### src/rtl/ledstrip_pkg.sv
// Shared types and constants for the LED strip frame sequencing path.
package ledstrip_pkg;

  localparam int PIX_W               = 24;
  localparam int LED_IDX_W           = 9;
  localparam int REFRESH_DIV_DEFAULT = 262144;

  typedef enum logic [2:0] {
    IDLE     = 3'd0,
    FETCH    = 3'd1,
    WAIT_PIX = 3'd2,
    OFFER    = 3'd3,
    ACCEPT   = 3'd4,
    FINISH   = 3'd5
  } state_t;

endpackage

### src/rtl/ledstrip_frame_sequencer_refresh_trigger.sv
// Periodic refresh tick plus on-demand request folded into a single
// one-deep pending flag; triggers that find it already set are reported.
module refresh_trigger
  import ledstrip_pkg::*;
#(
  parameter int REFRESH_DIV = REFRESH_DIV_DEFAULT
) (
  input  logic clk,
  input  logic reset,
  input  logic frame_req,
  input  logic consume,
  output logic pending,
  output logic frame_skip
);

  localparam int CNT_W = (REFRESH_DIV > 1) ? $clog2(REFRESH_DIV) : 1;
  localparam logic [CNT_W-1:0] CNT_LAST = CNT_W'(REFRESH_DIV - 1);

  logic [CNT_W-1:0] tick_cnt;
  logic             tick;
  logic             trigger;

  assign tick    = (tick_cnt == CNT_LAST);
  assign trigger = tick | frame_req;

  // A trigger landing in the same cycle the FSM consumes pending re-arms it
  // rather than being dropped.
  always_ff @(posedge clk or posedge reset) begin
    if (reset) begin
      tick_cnt   <= '0;
      pending    <= 1'b0;
      frame_skip <= 1'b0;
    end else begin
      tick_cnt   <= tick ? '0 : tick_cnt + 1'b1;
      pending    <= trigger | (pending & ~consume);
      frame_skip <= trigger & pending & ~consume;
    end
  end

endmodule

### src/rtl/ledstrip_frame_sequencer.sv
// Frame-level sequencer: fetches each LED's GRB word from a fixed-latency
// pixel source and hands it to the WS2812B driver, flagging the last pixel.
module ledstrip_frame_sequencer
  import ledstrip_pkg::*;
#(
  parameter int REFRESH_DIV = REFRESH_DIV_DEFAULT,
  parameter int MAX_LEDS    = 280,
  parameter int PIX_LAT     = 2
) (
  input  logic                 clk,
  input  logic                 reset,
  input  logic                 enable,
  input  logic [LED_IDX_W-1:0] num_leds,
  input  logic                 frame_req,
  output logic                 pix_req,
  output logic [LED_IDX_W-1:0] pix_addr,
  input  logic [PIX_W-1:0]     pix_data,
  output logic [PIX_W-1:0]     drv_data,
  output logic                 drv_valid,
  input  logic                 drv_ready,
  output logic                 drv_latch,
  output logic                 busy,
  output logic                 frame_done,
  output logic                 frame_skip,
  output logic [7:0]           frame_count
);

  localparam logic [LED_IDX_W-1:0] MAX_N    = LED_IDX_W'(MAX_LEDS);
  localparam logic [2:0]           LAT_INIT = 3'(PIX_LAT);

  state_t               state;
  state_t               state_next;
  logic                 pending;
  logic                 consume;
  logic                 start;
  logic                 last_pix;
  logic [LED_IDX_W-1:0] n_leds;
  logic [2:0]           lat;

  refresh_trigger #(
    .REFRESH_DIV(REFRESH_DIV)
  ) u_trigger (
    .clk       (clk),
    .reset     (reset),
    .frame_req (frame_req),
    .consume   (consume),
    .pending   (pending),
    .frame_skip(frame_skip)
  );

  assign start    = consume & (num_leds != '0);
  assign last_pix = (pix_addr == n_leds - 1'b1);

  always_ff @(posedge clk or posedge reset) begin
    if (reset) state <= IDLE;
    else       state <= state_next;
  end

  always_comb begin
    state_next = state;
    case (state)
      IDLE:     if (start)            state_next = FETCH;
      FETCH:                          state_next = WAIT_PIX;
      WAIT_PIX: if (lat == 3'd1)      state_next = OFFER;
      OFFER:    if (drv_ready)        state_next = ACCEPT;
      ACCEPT:   if (!drv_ready)       state_next = last_pix ? FINISH : FETCH;
      FINISH:   if (drv_ready)        state_next = IDLE;
      default:                        state_next = IDLE;
    endcase
  end

  // Pending is consumed whenever IDLE sees it with enable high, including the
  // zero-LED case, so an empty request does not linger.
  always_comb begin
    pix_req = 1'b0;
    busy    = 1'b1;
    consume = 1'b0;
    case (state)
      IDLE: begin
        busy    = 1'b0;
        consume = pending & enable;
      end
      FETCH:   pix_req = 1'b1;
      default: ;
    endcase
  end

  // pix_addr doubles as the LED index; it only moves on the way into FETCH.
  always_ff @(posedge clk or posedge reset) begin
    if (reset) begin
      n_leds      <= '0;
      pix_addr    <= '0;
      lat         <= '0;
      drv_data    <= '0;
      drv_valid   <= 1'b0;
      drv_latch   <= 1'b0;
      frame_done  <= 1'b0;
      frame_count <= '0;
    end else begin
      frame_done <= 1'b0;
      case (state)
        IDLE: if (start) begin
          n_leds   <= (num_leds > MAX_N) ? MAX_N : num_leds;
          pix_addr <= '0;
        end
        FETCH: lat <= LAT_INIT;
        WAIT_PIX: begin
          lat <= lat - 1'b1;
          if (lat == 3'd1) drv_data <= pix_data;
        end
        OFFER: if (drv_ready) begin
          drv_valid <= 1'b1;
          drv_latch <= last_pix;
        end
        ACCEPT: if (!drv_ready) begin
          drv_valid <= 1'b0;
          drv_latch <= 1'b0;
          if (!last_pix) pix_addr <= pix_addr + 1'b1;
        end
        FINISH: if (drv_ready) begin
          frame_done  <= 1'b1;
          frame_count <= frame_count + 1'b1;
        end
        default: ;
      endcase
    end
  end

endmodule

### config.mk
export PLATFORM = sky130hd
export DESIGN_NAME = ledstrip_frame_sequencer
export DESIGN_NICKNAME = d
export VERILOG_FILES = /design/src/rtl/ledstrip_pkg.sv /design/src/rtl/ledstrip_frame_sequencer_refresh_trigger.sv /design/src/rtl/ledstrip_frame_sequencer.sv
export SDC_FILE = /design/constraint.sdc
export NUM_CORES = 1
export LEC_CHECK = 0
export ABC_AREA = 1
export CAP_MARGIN = 10
export CORE_MARGIN = 3
export CORE_UTILIZATION = 41
export CTS_BUF_LIST = sky130_fd_sc_hd__clkbuf_8
export DETAILED_ROUTE_END_ITERATION = 6
export HOLD_SLACK_MARGIN = 0.03
export PLACE_DENSITY = 0.63
export SETUP_SLACK_MARGIN = 0.2
export SKIP_LAST_GASP = 1
export SLEW_MARGIN = 10
export SYNTH_ARGS = -nofsm -noshare
export SYNTH_HDL_FRONTEND = slang
export SYNTH_SLANG_ARGS = --single-unit
### constraint.sdc
create_clock -name clk -period 2.8 [get_ports clk]
set_clock_uncertainty 0.1 [all_clocks]
set_input_delay 0.42 -clock clk [delete_from_list [all_inputs] [get_ports clk]]
set_output_delay 0.42 -clock clk [all_outputs]
set_load 0.005 [all_outputs]
# == Word-level counts from Yosys, hierarchy flattened ==
# Cells that the tools add are included.
# Widths: inputs -> output; s select.
# totals
wordCells,75
input_bits,38
register_bits,79
# classes
bitwise,8
n_addsub,5
n_reduce_logical,11
n_mux,24
magnitude_cmp,1
eq_ne,14
# op_table
operator,n
$mux 9,4
$add 18x1->18 const B,1
$eq 18x18->1 const B,1
$mux 18,1
$mux 3,6
$pmux 3 s6,1
$pmux 9 s2,1
$ne 2x2->1 const B,6
$add 9x1->9 const B,1
$eq 9x9->1,1
$gt 9x9->1 const B,1
$reduce_bool 9->1,1
$sub 9x1->9 const B,1
$add 8x1->8 const B,1
$mux 1,8
$eq 3x1->1 const B,2
$eq 3x2->1 const B,2
$eq 3x3->1 const B,2
$pmux 3 s2,1
$reduce_and 2->1,3
$reduce_bool 2->1,3
$and 1x1->1,5
$reduce_and 5->1,1
$pmux 1 s2,2
other kinds (6),7

# == Longest topological paths before layout ==
# Gate-level depths: netlist (run 1).
# logic_depth
depth_word,5
mapped_depth,14

# == Hierarchy ==
# A second synthesis (run 1) with hierarchy kept.
# unflattened
cells_unflattened,511
area_unflattened_um2,4314.1
# modules_own_cells
mod,area_per_inst_um2,cells_per_inst,instances,seq_area_each_um2
ledstrip_frame_sequencer,3294.4,393,1,1476.4
refresh_trigger,1019.7,118,1,500.5

# == Worst setup path after synthesis (run 1) ==
# OpenSTA, ideal clock, no wires.
# synth_timing
path_kind,flip-flop to flip-flop
start,reg n_leds[0]
end,reg pix_addr[6]
arrival_time_ns,1.689
stages_incl_launch_ff,14
setup_slack_ns,0.946
period_less_slack_ns,1.854
setup_ns,0.065
path_cell_list,dfrtp_1 -> inv_1 -> ha_1 -> inv_1 -> nand2_1 -> nand2_1 -> nand3_1 -> nor2_1 -> nand2_1 -> nor2_4 -> nand4_4 -> nand2_8 -> nand2_2 -> nand2_2
# synth_between
elab_chain_len,4
# synth_rtl
item,line_no,text
"start, declared",ledstrip_frame_sequencer.sv:37,logic [LED_IDX_W-1:0] n_leds;
"start signal, assigned",ledstrip_frame_sequencer.sv:103,n_leds <= (num_leds > MAX_N) ? MAX_N : num_leds;
$sub 9x1->9,ledstrip_frame_sequencer.sv:52,assign last_pix = (pix_addr == n_leds - 1'b1);
$eq 9x9->1,ledstrip_frame_sequencer.sv:52,
$ne 2x2->1 (no line),n/a,
$reduce_and 4->1 (no line),n/a,
"end signal, assigned",ledstrip_frame_sequencer.sv:118,if (!last_pix) pix_addr <= pix_addr + 1'b1;
"end, declared",ledstrip_frame_sequencer.sv:16,"output logic [LED_IDX_W-1:0] pix_addr,"
# No other way between the ends.
# A chain may end at the register's enable or synchronous reset.

# == Worst setup path in the final report (run 1) ==
# layout_timing
start,reg state[2]
end,out pix_req
# layout_between
elab_chain_len,2
# layout_rtl
item,line_no,text
"start, declared",ledstrip_frame_sequencer.sv:31,state_t state;
"start signal, assigned",ledstrip_frame_sequencer.sv:56,else state <= state_next;
$eq 3x1->1,ledstrip_frame_sequencer.sv:78,case (state)
$mux 1,ledstrip_frame_sequencer.sv:78,
"end, declared",ledstrip_frame_sequencer.sv:15,"output logic pix_req,"
# No other way between the ends.

==> run_summary.xml, run 1 <==
<?xml version="1.0" encoding="UTF-8"?>
<metrics>
  <group name="sta">
    <metric name="setup_ws" unit="ns">0.5879</metric>
    <metric name="transition_time_at_the_pin_with_the_least_slew_margin" unit="ns">0.5906</metric>
    <metric name="final-hold-violation-count" unit="">0</metric>
    <metric name="drv_slew" unit="">0</metric>
    <metric name="min_cycle_time_layout" unit="ns">2.212</metric>
    <metric name="whs" unit="ns">0.3313</metric>
    <metric name="setup-tns-final" unit="ns">0</metric>
    <metric name="grt_setup_unrepaired" unit="">false</metric>
    <metric name="post-route-period-util" unit="%">79.01</metric>
    <metric name="fmax" unit="MHz">452.0</metric>
    <metric name="slew_headroom" unit="%">60.49</metric>
    <metric name="report.final.setup_viol" unit="">0</metric>
  </group>
  <group name="cts">
    <metric name="post_cts_resized" unit="">0</metric>
    <metric name="tritoncts.num_buffers" unit="">9</metric>
    <metric name="clock_tree_from_tritoncts" unit="">built</metric>
    <metric name="clockBufferDepth" unit="">2</metric>
    <metric name="clock_tree.root_cell" unit="">sky130_fd_sc_hd__clkbuf_8</metric>
    <metric name="number_of_h_tree_levels" unit="">3</metric>
    <metric name="post_cts_buffers" unit="">0</metric>
    <metric name="cts_sinks" unit="">79</metric>
    <metric name="cts.clk_slew.worst_paths" unit="ns">0.09</metric>
    <metric name="cts_hold_buffers" unit="">0</metric>
    <metric name="worstSkewPairLatency" unit="ns">0.35</metric>
  </group>
  <group name="power_and_ir_drop">
    <metric name="p_seq_share" unit="%">37.6</metric>
    <metric name="power_switching_share" unit="%">36.52</metric>
    <metric name="combPwrFrac" unit="%">43.4</metric>
    <metric name="pwr_density_cell" unit="nW/um^2">858.9</metric>
    <metric name="static-leakage-power" unit="uW">0.002474</metric>
    <metric name="total_switching_power" unit="uW">1671</metric>
    <metric name="clock_power_share" unit="%">19.0</metric>
    <metric name="internal-power" unit="uW">2905</metric>
    <metric name="ir_drop" unit="mV">0.4507</metric>
  </group>
  <group name="floorplan">
    <metric name="fp.dieArea" unit="um^2">11300</metric>
    <metric name="die_width" unit="um">106.3</metric>
    <metric name="die_height" unit="um">106.3</metric>
    <metric name="placementRows" unit="">35</metric>
    <metric name="initial_cell_density_of_the_core" unit="%">43.40</metric>
    <metric name="floorplan.core_area" unit="um^2">9503</metric>
    <metric name="floorplan.io_pins" unit="">85</metric>
  </group>
  <group name="worst_setup_path">
    <metric name="cp.arrival" unit="ns">1.69</metric>
    <metric name="cpLargestDelayFamily" unit="">buffers and inverters</metric>
    <metric name="rr_startpoint" unit="">n_leds[0]$_DFFE_PP0P_</metric>
    <metric name="cp-startpoint" unit="">state[2]$_DFFE_PP0P_</metric>
    <metric name="timing.critical_path.to_type" unit="">output pin</metric>
    <metric name="path_length_in_cells_of_the_critical_path" unit="">2</metric>
    <metric name="worst_ep_required_time" unit="ns">2.28</metric>
    <metric name="critPathMaxStageDelay" unit="ns">0.58</metric>
    <metric name="timing.critical_path.from_type" unit="">flip-flop</metric>
    <metric name="crit_fanout" unit="">6</metric>
    <metric name="critical_path_buf_inv_count" unit="">1</metric>
    <metric name="timing.reg2reg.worst_path_depth" unit="">13</metric>
    <metric name="crit_path_cell_trace" unit="">nor3_1, clkdlybuf4s50_1</metric>
    <metric name="critical-path-slowest-cell" unit="">sky130_fd_sc_hd__clkdlybuf4s50_1</metric>
    <metric name="worstSetupPathType" unit="">reg2out</metric>
  </group>
  <group name="global_routing">
    <metric name="grt_pass1_vias" unit="">3116</metric>
    <metric name="overflow_left_after_global_routing" unit="">0</metric>
    <metric name="grt_pass1_wl" unit="um">14470</metric>
    <metric name="antenna_found_initial" unit="">0</metric>
    <metric name="largest_net_degree_at_the_start_of_global_routing" unit="">33</metric>
    <metric name="gr-usage-all-layers" unit="%">15.78</metric>
  </group>
  <group name="cells_and_area">
    <metric name="post_route_cells_drive_above_1_share" unit="%">15.90</metric>
    <metric name="final_util" unit="%">56.08</metric>
    <metric name="most_common_cell_after_layout_fill_and_taps_aside" unit="">sky130_fd_sc_hd__nand2_1</metric>
    <metric name="n_fill_cell" unit="">878</metric>
    <metric name="final_cell_mix" unit="">sky130_fd_sc_hd__nand2_1, sky130_fd_sc_hd__clkdlybuf4s50_1, sky130_fd_sc_hd__dfrtp_1</metric>
    <metric name="insertedDiodeCount" unit="">0</metric>
    <metric name="fin_nets" unit="">605</metric>
    <metric name="area_growth_from_synthesis_to_layout" unit="%">29.22</metric>
  </group>
  <group name="drt">
    <metric name="route.vias.total" unit="">3248</metric>
    <metric name="routed_wire_length_per_instance" unit="um">12.39</metric>
    <metric name="drt-pass1-iter-count" unit="">4</metric>
    <metric name="wl_met2" unit="um">4330</metric>
    <metric name="dr.first_iter.drc_count" unit="">119</metric>
    <metric name="postRouteAntennaNets" unit="">0</metric>
    <metric name="wirelength_met1" unit="um">3880</metric>
    <metric name="met3_wirelength" unit="um">360</metric>
    <metric name="top_layer_used" unit="">met4</metric>
    <metric name="drc" unit="">0</metric>
    <metric name="drt-vias-per-instance" unit="">4.673</metric>
    <metric name="postRouteWirelength" unit="um">8610</metric>
  </group>
  <group name="synth">
    <metric name="yosysUniqueCellTypes" unit="">35</metric>
    <metric name="syn-cell-area" unit="um^2">4124</metric>
    <metric name="netlist.top_cell.by_area" unit="">sky130_fd_sc_hd__dfrtp_1</metric>
    <metric name="post_synth.cell_area_avg" unit="um^2">8.812</metric>
    <metric name="synth_instances" unit="">468</metric>
    <metric name="netlist_top_cells_area" unit="">sky130_fd_sc_hd__dfrtp_1, sky130_fd_sc_hd__nand2_1, sky130_fd_sc_hd__mux2_2, sky130_fd_sc_hd__inv_1, sky130_fd_sc_hd__nand3_1</metric>
    <metric name="synthesized_net_count" unit="">512</metric>
    <metric name="netlist.area_leader.share" unit="%">47.94</metric>
    <metric name="ys_warn_count" unit="">0</metric>
    <metric name="synth_sequential_area_ratio" unit="%">47.94</metric>
    <metric name="flip_flop_and_latch_count_after_synthesis" unit="">79</metric>
  </group>
  <group name="placement">
    <metric name="placement.io_buffers" unit="">84</metric>
    <metric name="detailedPlacementHpwl" unit="um">6642</metric>
    <metric name="globalplace.congestion" unit="">0.8553</metric>
    <metric name="preCtsSetupSlack" unit="ns">0.4692</metric>
  </group>
  <group name="outcome">
    <metric name="run_status" unit="">finished clean</metric>
  </group>
  <group name="min_path">
    <metric name="worstHoldPathType" unit="">in2async</metric>
  </group>
  <group name="flow_run">
    <metric name="max_cap_viol_count" unit="">0</metric>
  </group>
</metrics>
-- power by group through the flow --
stage / Clock (uW) / Sequential, uW / Combinational (uW)
after floorplan: 0 / 1740 / 1190
after global placement: 0 / 1730 / 1970
after detailed placement: 0 / 1750 / 2010
after CTS: 910 / 1720 / 2010
after global routing: 955 / 1770 / 2240
final: 869 / 1720 / 1990
-- routing by layer --
| metal | vias to the layer above | track usage (%) |
|---|---|---|
| li1 | 1673 | - |
| met4 | 0 | 2.868 |
| met3 | 2 | 4.189 |
| met1 | 1523 | 20.21 |
| met5 | - | 0 |
| met2 | 50 | 27.06 |
-- cells in the mapped netlist, drive strengths merged --
cell,count
nand3,37
nor4,3
xor2,21
nor2,54
nand2,113
a22oi,1
clkinv,2
buf,4
a21oi,6
ha,6
or2,2
a21boi,1
nor3b,2
nand4,8
and2,1
a32o,1
mux2,24
dfrtp,79
inv,64
xnor2,7
o21ai,20
nor3,10
o22ai,2
-- worst reg2reg max path, cell delays in order (launching register included) --
cell and delay (ns):
sky130_fd_sc_hd__dfrtp_1 0.39, sky130_fd_sc_hd__inv_1 0.15, sky130_fd_sc_hd__ha_1 0.29, sky130_fd_sc_hd__inv_1 0.09, sky130_fd_sc_hd__nand2_1 0.05, sky130_fd_sc_hd__nand2_1 0.06
sky130_fd_sc_hd__nand3_1 0.06, sky130_fd_sc_hd__nor2_1 0.11, sky130_fd_sc_hd__nand2_1 0.10, sky130_fd_sc_hd__nor2_4 0.14, sky130_fd_sc_hd__nand4_4 0.22, sky130_fd_sc_hd__nand2_8 0.18
sky130_fd_sc_hd__nand2_2 0.06, sky130_fd_sc_hd__nand2_2 0.05
-- cells by family after synthesis --
family          share of synthesized area (%)
simple gates                            26.79
flops                                   47.94
buf+inv                                 6.796
compound gates                          4.157
xor+xnor                                5.947
mux                                     6.553
fa+ha+maj                               1.820
-- cell type report --
class,instances,area (um^2),area share (%)
sequential,79,1977,37.10
multi-input combinational,319,1867,35.03
timing repair buffer,86,868.3,16.29
inverter,66,250.2,4.696
tap,129,161.4,3.029
clock buffer,10,137.6,2.583
clock inverter,6,67.56,1.268
-- per-stage QoR --
step | cells | cell area (um^2) | power [uW]
finish | 695 | 5329 | 4577
global route | 695 | 5329 | 4963
CTS | 695 | 5329 | 4645
detailed placement | 679 | 5124 | 3751
global placement | 679 | 5124 | 3704
floorplan | 468 | 4124 | 2930
-- state kept, by name, indices dropped and copies added (netlist names), 3 cells and up --
register	cells
drv_data	24
u_trigger.tick_cnt	18
n_leds	9
pix_addr	9
frame_count	8
lat	3
state	3
-- final timing paths --
path                       slack [ns]                               end
hold / removal                   0.33   u_trigger.tick_cnt[1]$_DFF_PP0_
max in group asynchronous        1.59  u_trigger.tick_cnt[14]$_DFF_PP0_
setup / recovery                 0.59                           pix_req
hold reg to reg                  0.37   u_trigger.tick_cnt[0]$_DFF_PP0_
min in group clk                 0.37   u_trigger.tick_cnt[0]$_DFF_PP0_
setup reg to reg                 0.67           pix_addr[6]$_DFFE_PP0P_
Power figures use the tool's default switching activity.
==> run 2: changes to the inputs <==
- clock period: 2.8 -> 2.2 ns (I/O delays scaled with it)
==> run 2 against run 1 <==
Against the previous run:
- sequential power increased by 27%
- register-to-register slack got worse by 0.40 ns
- hold slack got worse by 0.093 ns
- total power increased by 33%
- highest routed layer unchanged
- count of clock-buffer cells in the layout decreased by 1
- final area increased by 3.2%
- worst setup slack got worse by 0.31 ns
- die area unchanged
- combinational power increased by 37%
==> run_summary.xml, run 2 (synthesized netlist as in run 1, its figures left out) <==
<?xml version="1.0" encoding="UTF-8"?>
<metrics>
  <group name="outcome">
    <metric name="run_status" unit="">finished clean</metric>
  </group>
  <group name="cts">
    <metric name="clockBufferDepth" unit="">2</metric>
    <metric name="number_of_h_tree_levels" unit="">3</metric>
    <metric name="cts_hold_buffers" unit="">0</metric>
    <metric name="clock_tree.root_cell" unit="">sky130_fd_sc_hd__clkbuf_8</metric>
    <metric name="cts_sinks" unit="">79</metric>
    <metric name="clock_tree_from_tritoncts" unit="">built</metric>
    <metric name="cts.clk_slew.worst_paths" unit="ns">0.10</metric>
    <metric name="worstSkewPairLatency" unit="ns">0.36</metric>
    <metric name="tritoncts.num_buffers" unit="">9</metric>
  </group>
  <group name="worst_setup_path">
    <metric name="worst_ep_required_time" unit="ns">2.39</metric>
    <metric name="crit_fanout" unit="">6</metric>
    <metric name="timing.critical_path.to_type" unit="">flip-flop</metric>
    <metric name="worstSetupPathType" unit="">reg2reg</metric>
    <metric name="cp.arrival" unit="ns">2.12</metric>
    <metric name="timing.critical_path.from_type" unit="">flip-flop</metric>
  </group>
  <group name="cells_and_area">
    <metric name="final_cell_mix" unit="">sky130_fd_sc_hd__nand2_1, sky130_fd_sc_hd__clkdlybuf4s50_1, sky130_fd_sc_hd__dfrtp_1</metric>
    <metric name="fin_area" unit="um^2">5500</metric>
    <metric name="insertedDiodeCount" unit="">0</metric>
    <metric name="largest_reg_flops" unit="">24</metric>
    <metric name="biggestRegsByFlops" unit="">drv_data x24, u_trigger.tick_cnt x18</metric>
    <metric name="area_growth_from_synthesis_to_layout" unit="%">33.37</metric>
    <metric name="most_common_cell_after_layout_fill_and_taps_aside" unit="">sky130_fd_sc_hd__nand2_1</metric>
    <metric name="post_layout_nonfiller_instances" unit="">708</metric>
    <metric name="final_util" unit="%">57.88</metric>
    <metric name="fin_nets" unit="">618</metric>
    <metric name="post_route_cells_drive_above_1_share" unit="%">19.52</metric>
    <metric name="n_fill_cell" unit="">855</metric>
    <metric name="largest_register_by_flop_count" unit="">drv_data</metric>
  </group>
  <group name="global_routing">
    <metric name="overflow_left_after_global_routing" unit="">0</metric>
    <metric name="grt_pass1_vias" unit="">3212</metric>
    <metric name="largest_net_degree_at_the_start_of_global_routing" unit="">25</metric>
    <metric name="gr-usage-all-layers" unit="%">15.54</metric>
    <metric name="antenna_found_initial" unit="">0</metric>
    <metric name="grt_pass1_wl" unit="um">14460</metric>
  </group>
  <group name="floorplan">
    <metric name="floorplan.core_area" unit="um^2">9503</metric>
    <metric name="fp.dieArea" unit="um^2">11300</metric>
    <metric name="die_width" unit="um">106.3</metric>
    <metric name="die_height" unit="um">106.3</metric>
    <metric name="initial_cell_density_of_the_core" unit="%">43.40</metric>
    <metric name="placementRows" unit="">35</metric>
    <metric name="floorplan.io_pins" unit="">85</metric>
  </group>
  <group name="power_and_ir_drop">
    <metric name="static-leakage-power" unit="uW">0.002588</metric>
    <metric name="ir_drop" unit="mV">0.6113</metric>
    <metric name="pwr_density_cell" unit="nW/um^2">1103</metric>
  </group>
  <group name="drt">
    <metric name="postRouteWirelength" unit="um">8612</metric>
    <metric name="routed_wire_length_per_instance" unit="um">12.16</metric>
    <metric name="drt-vias-per-instance" unit="">4.648</metric>
    <metric name="postRouteAntennaNets" unit="">0</metric>
    <metric name="route.vias.total" unit="">3291</metric>
    <metric name="drc" unit="">0</metric>
    <metric name="drt-pass1-iter-count" unit="">4</metric>
    <metric name="dr.first_iter.drc_count" unit="">104</metric>
  </group>
  <group name="placement">
    <metric name="dpl_cell_area" unit="um^2">5176</metric>
    <metric name="placement.io_buffers" unit="">84</metric>
    <metric name="detailedPlacementHpwl" unit="um">6563</metric>
    <metric name="post-place-cells" unit="">684</metric>
    <metric name="globalplace.congestion" unit="">0.8320</metric>
  </group>
  <group name="sta">
    <metric name="transition_time_at_the_pin_with_the_least_slew_margin" unit="ns">0.4679</metric>
    <metric name="grt_setup_unrepaired" unit="">true</metric>
    <metric name="final-hold-violation-count" unit="">0</metric>
    <metric name="fmax" unit="MHz">519.0</metric>
    <metric name="post-route-period-util" unit="%">87.58</metric>
    <metric name="drv_slew" unit="">0</metric>
    <metric name="report.final.setup_viol" unit="">0</metric>
    <metric name="min_cycle_time_layout" unit="ns">1.927</metric>
    <metric name="slew_headroom" unit="%">68.74</metric>
  </group>
  <group name="min_path">
    <metric name="worstHoldPathType" unit="">in2async</metric>
  </group>
  <group name="flow_run">
    <metric name="max_cap_viol_count" unit="">0</metric>
  </group>
</metrics>
==> run 2: cell count changes in the layout (fill, tap and decap cells not counted), moves of 2 or more <==
cell and delta:
sky130_fd_sc_hd__inv_1 -3, sky130_fd_sc_hd__clkinv_2 -2, sky130_fd_sc_hd__dfrtp_2 +3, sky130_fd_sc_hd__inv_2 +3, sky130_fd_sc_hd__buf_4 +10, sky130_fd_sc_hd__dfrtp_1 -3
sky130_fd_sc_hd__inv_6 +4, sky130_fd_sc_hd__clkdlybuf4s50_1 -2
==> run 2: where the power goes <==
group	internal [uW]	switching, uW	leakage (uW)
clock	553	604	0.000108
combinational	1390	1330	0.00149
sequential	1880	312	0.000990
==> run 2: final timing paths <==
kind	from	end	slack, ns	cells after the start
min in group clk	u_trigger.tick_cnt[0]$_DFF_PP0_	u_trigger.tick_cnt[0]$_DFF_PP0_	0.36	1
worst min register to register	u_trigger.tick_cnt[0]$_DFF_PP0_	u_trigger.tick_cnt[0]$_DFF_PP0_	0.36	1
worst max-delay path	n_leds[1]$_DFFE_PP0P_	pix_addr[6]$_DFFE_PP0P_	0.27	13
worst max register to register	n_leds[1]$_DFFE_PP0P_	pix_addr[6]$_DFFE_PP0P_	0.27	13
max in group asynchronous	reset	drv_data[3]$_DFFE_PP0P_	1.21	3
worst min-delay path	reset	u_trigger.tick_cnt[0]$_DFF_PP0_	0.24	2
==> run 2: routing by layer <==
| layer | global-route usage, % | part of all wire [%] | routed length (um) | vias up |
|---|---|---|---|---|
| met4 | 3.330 | 0.81 | 70 | 0 |
| met5 | 0 | 0 | 0 | - |
| met2 | 26.11 | 48 | 4151 | 54 |
| met3 | 3.522 | 4.1 | 353 | 7 |
| li1 | - | - | - | 1721 |
| met1 | 20.56 | 47 | 4037 | 1509 |
==> run 2: layout make-up <==
| cell class | count | area [um^2] | area share, % |
|---|---|---|---|
| Clock buffer | 9 | 123.9 | 2.252 |
| Clock inverter | 7 | 85.08 | 1.547 |
| Inverter | 66 | 252.7 | 4.595 |
| Multi-Input combinational cell | 321 | 1932 | 35.12 |
| Sequential cell | 79 | 1981 | 36.01 |
| Tap cell | 129 | 161.4 | 2.934 |
| Timing Repair Buffer | 97 | 964.7 | 17.54 |
==> run 2: per-stage QoR <==
step | power [uW] | hold slack, ns | setup WS [ns] | setup TNS [ns]
after floorplan | 3729 | 0.3324 | 0.3457 | 0
after global placement | 4741 | 0.3468 | 0.03337 | 0
after detailed placement | 4783 | 0.3523 | -0.007661 | -0.02125
after CTS | 5977 | 0.2289 | 0.1816 | 0
after global routing | 6573 | 0.2575 | 0.1273 | 0
final | 6068 | 0.2387 | 0.2731 | 0
==> run 2: worst max-delay path, stage by stage, from the launching register on <==
cell and delay (ns):
sky130_fd_sc_hd__dfrtp_1 0.38, sky130_fd_sc_hd__inv_2 0.06, sky130_fd_sc_hd__ha_4 0.17, sky130_fd_sc_hd__inv_1 0.07, sky130_fd_sc_hd__nand2_1 0.05, sky130_fd_sc_hd__nand3_1 0.10
sky130_fd_sc_hd__nand2_1 0.06, sky130_fd_sc_hd__nor2_1 0.12, sky130_fd_sc_hd__nand2_1 0.10, sky130_fd_sc_hd__nor2_4 0.15, sky130_fd_sc_hd__nand4_4 0.21, sky130_fd_sc_hd__nand2_4 0.16
sky130_fd_sc_hd__nand2_2 0.06, sky130_fd_sc_hd__nand2_2 0.05
==> run 2: timing repair <==
action | CTS | global route
resized for setup | 4 | 12
pin swaps | 1 | 7
buffers inserted | 0 | 6
gates cloned | 0 | 2
setup endpoints to repair | 18 | 21
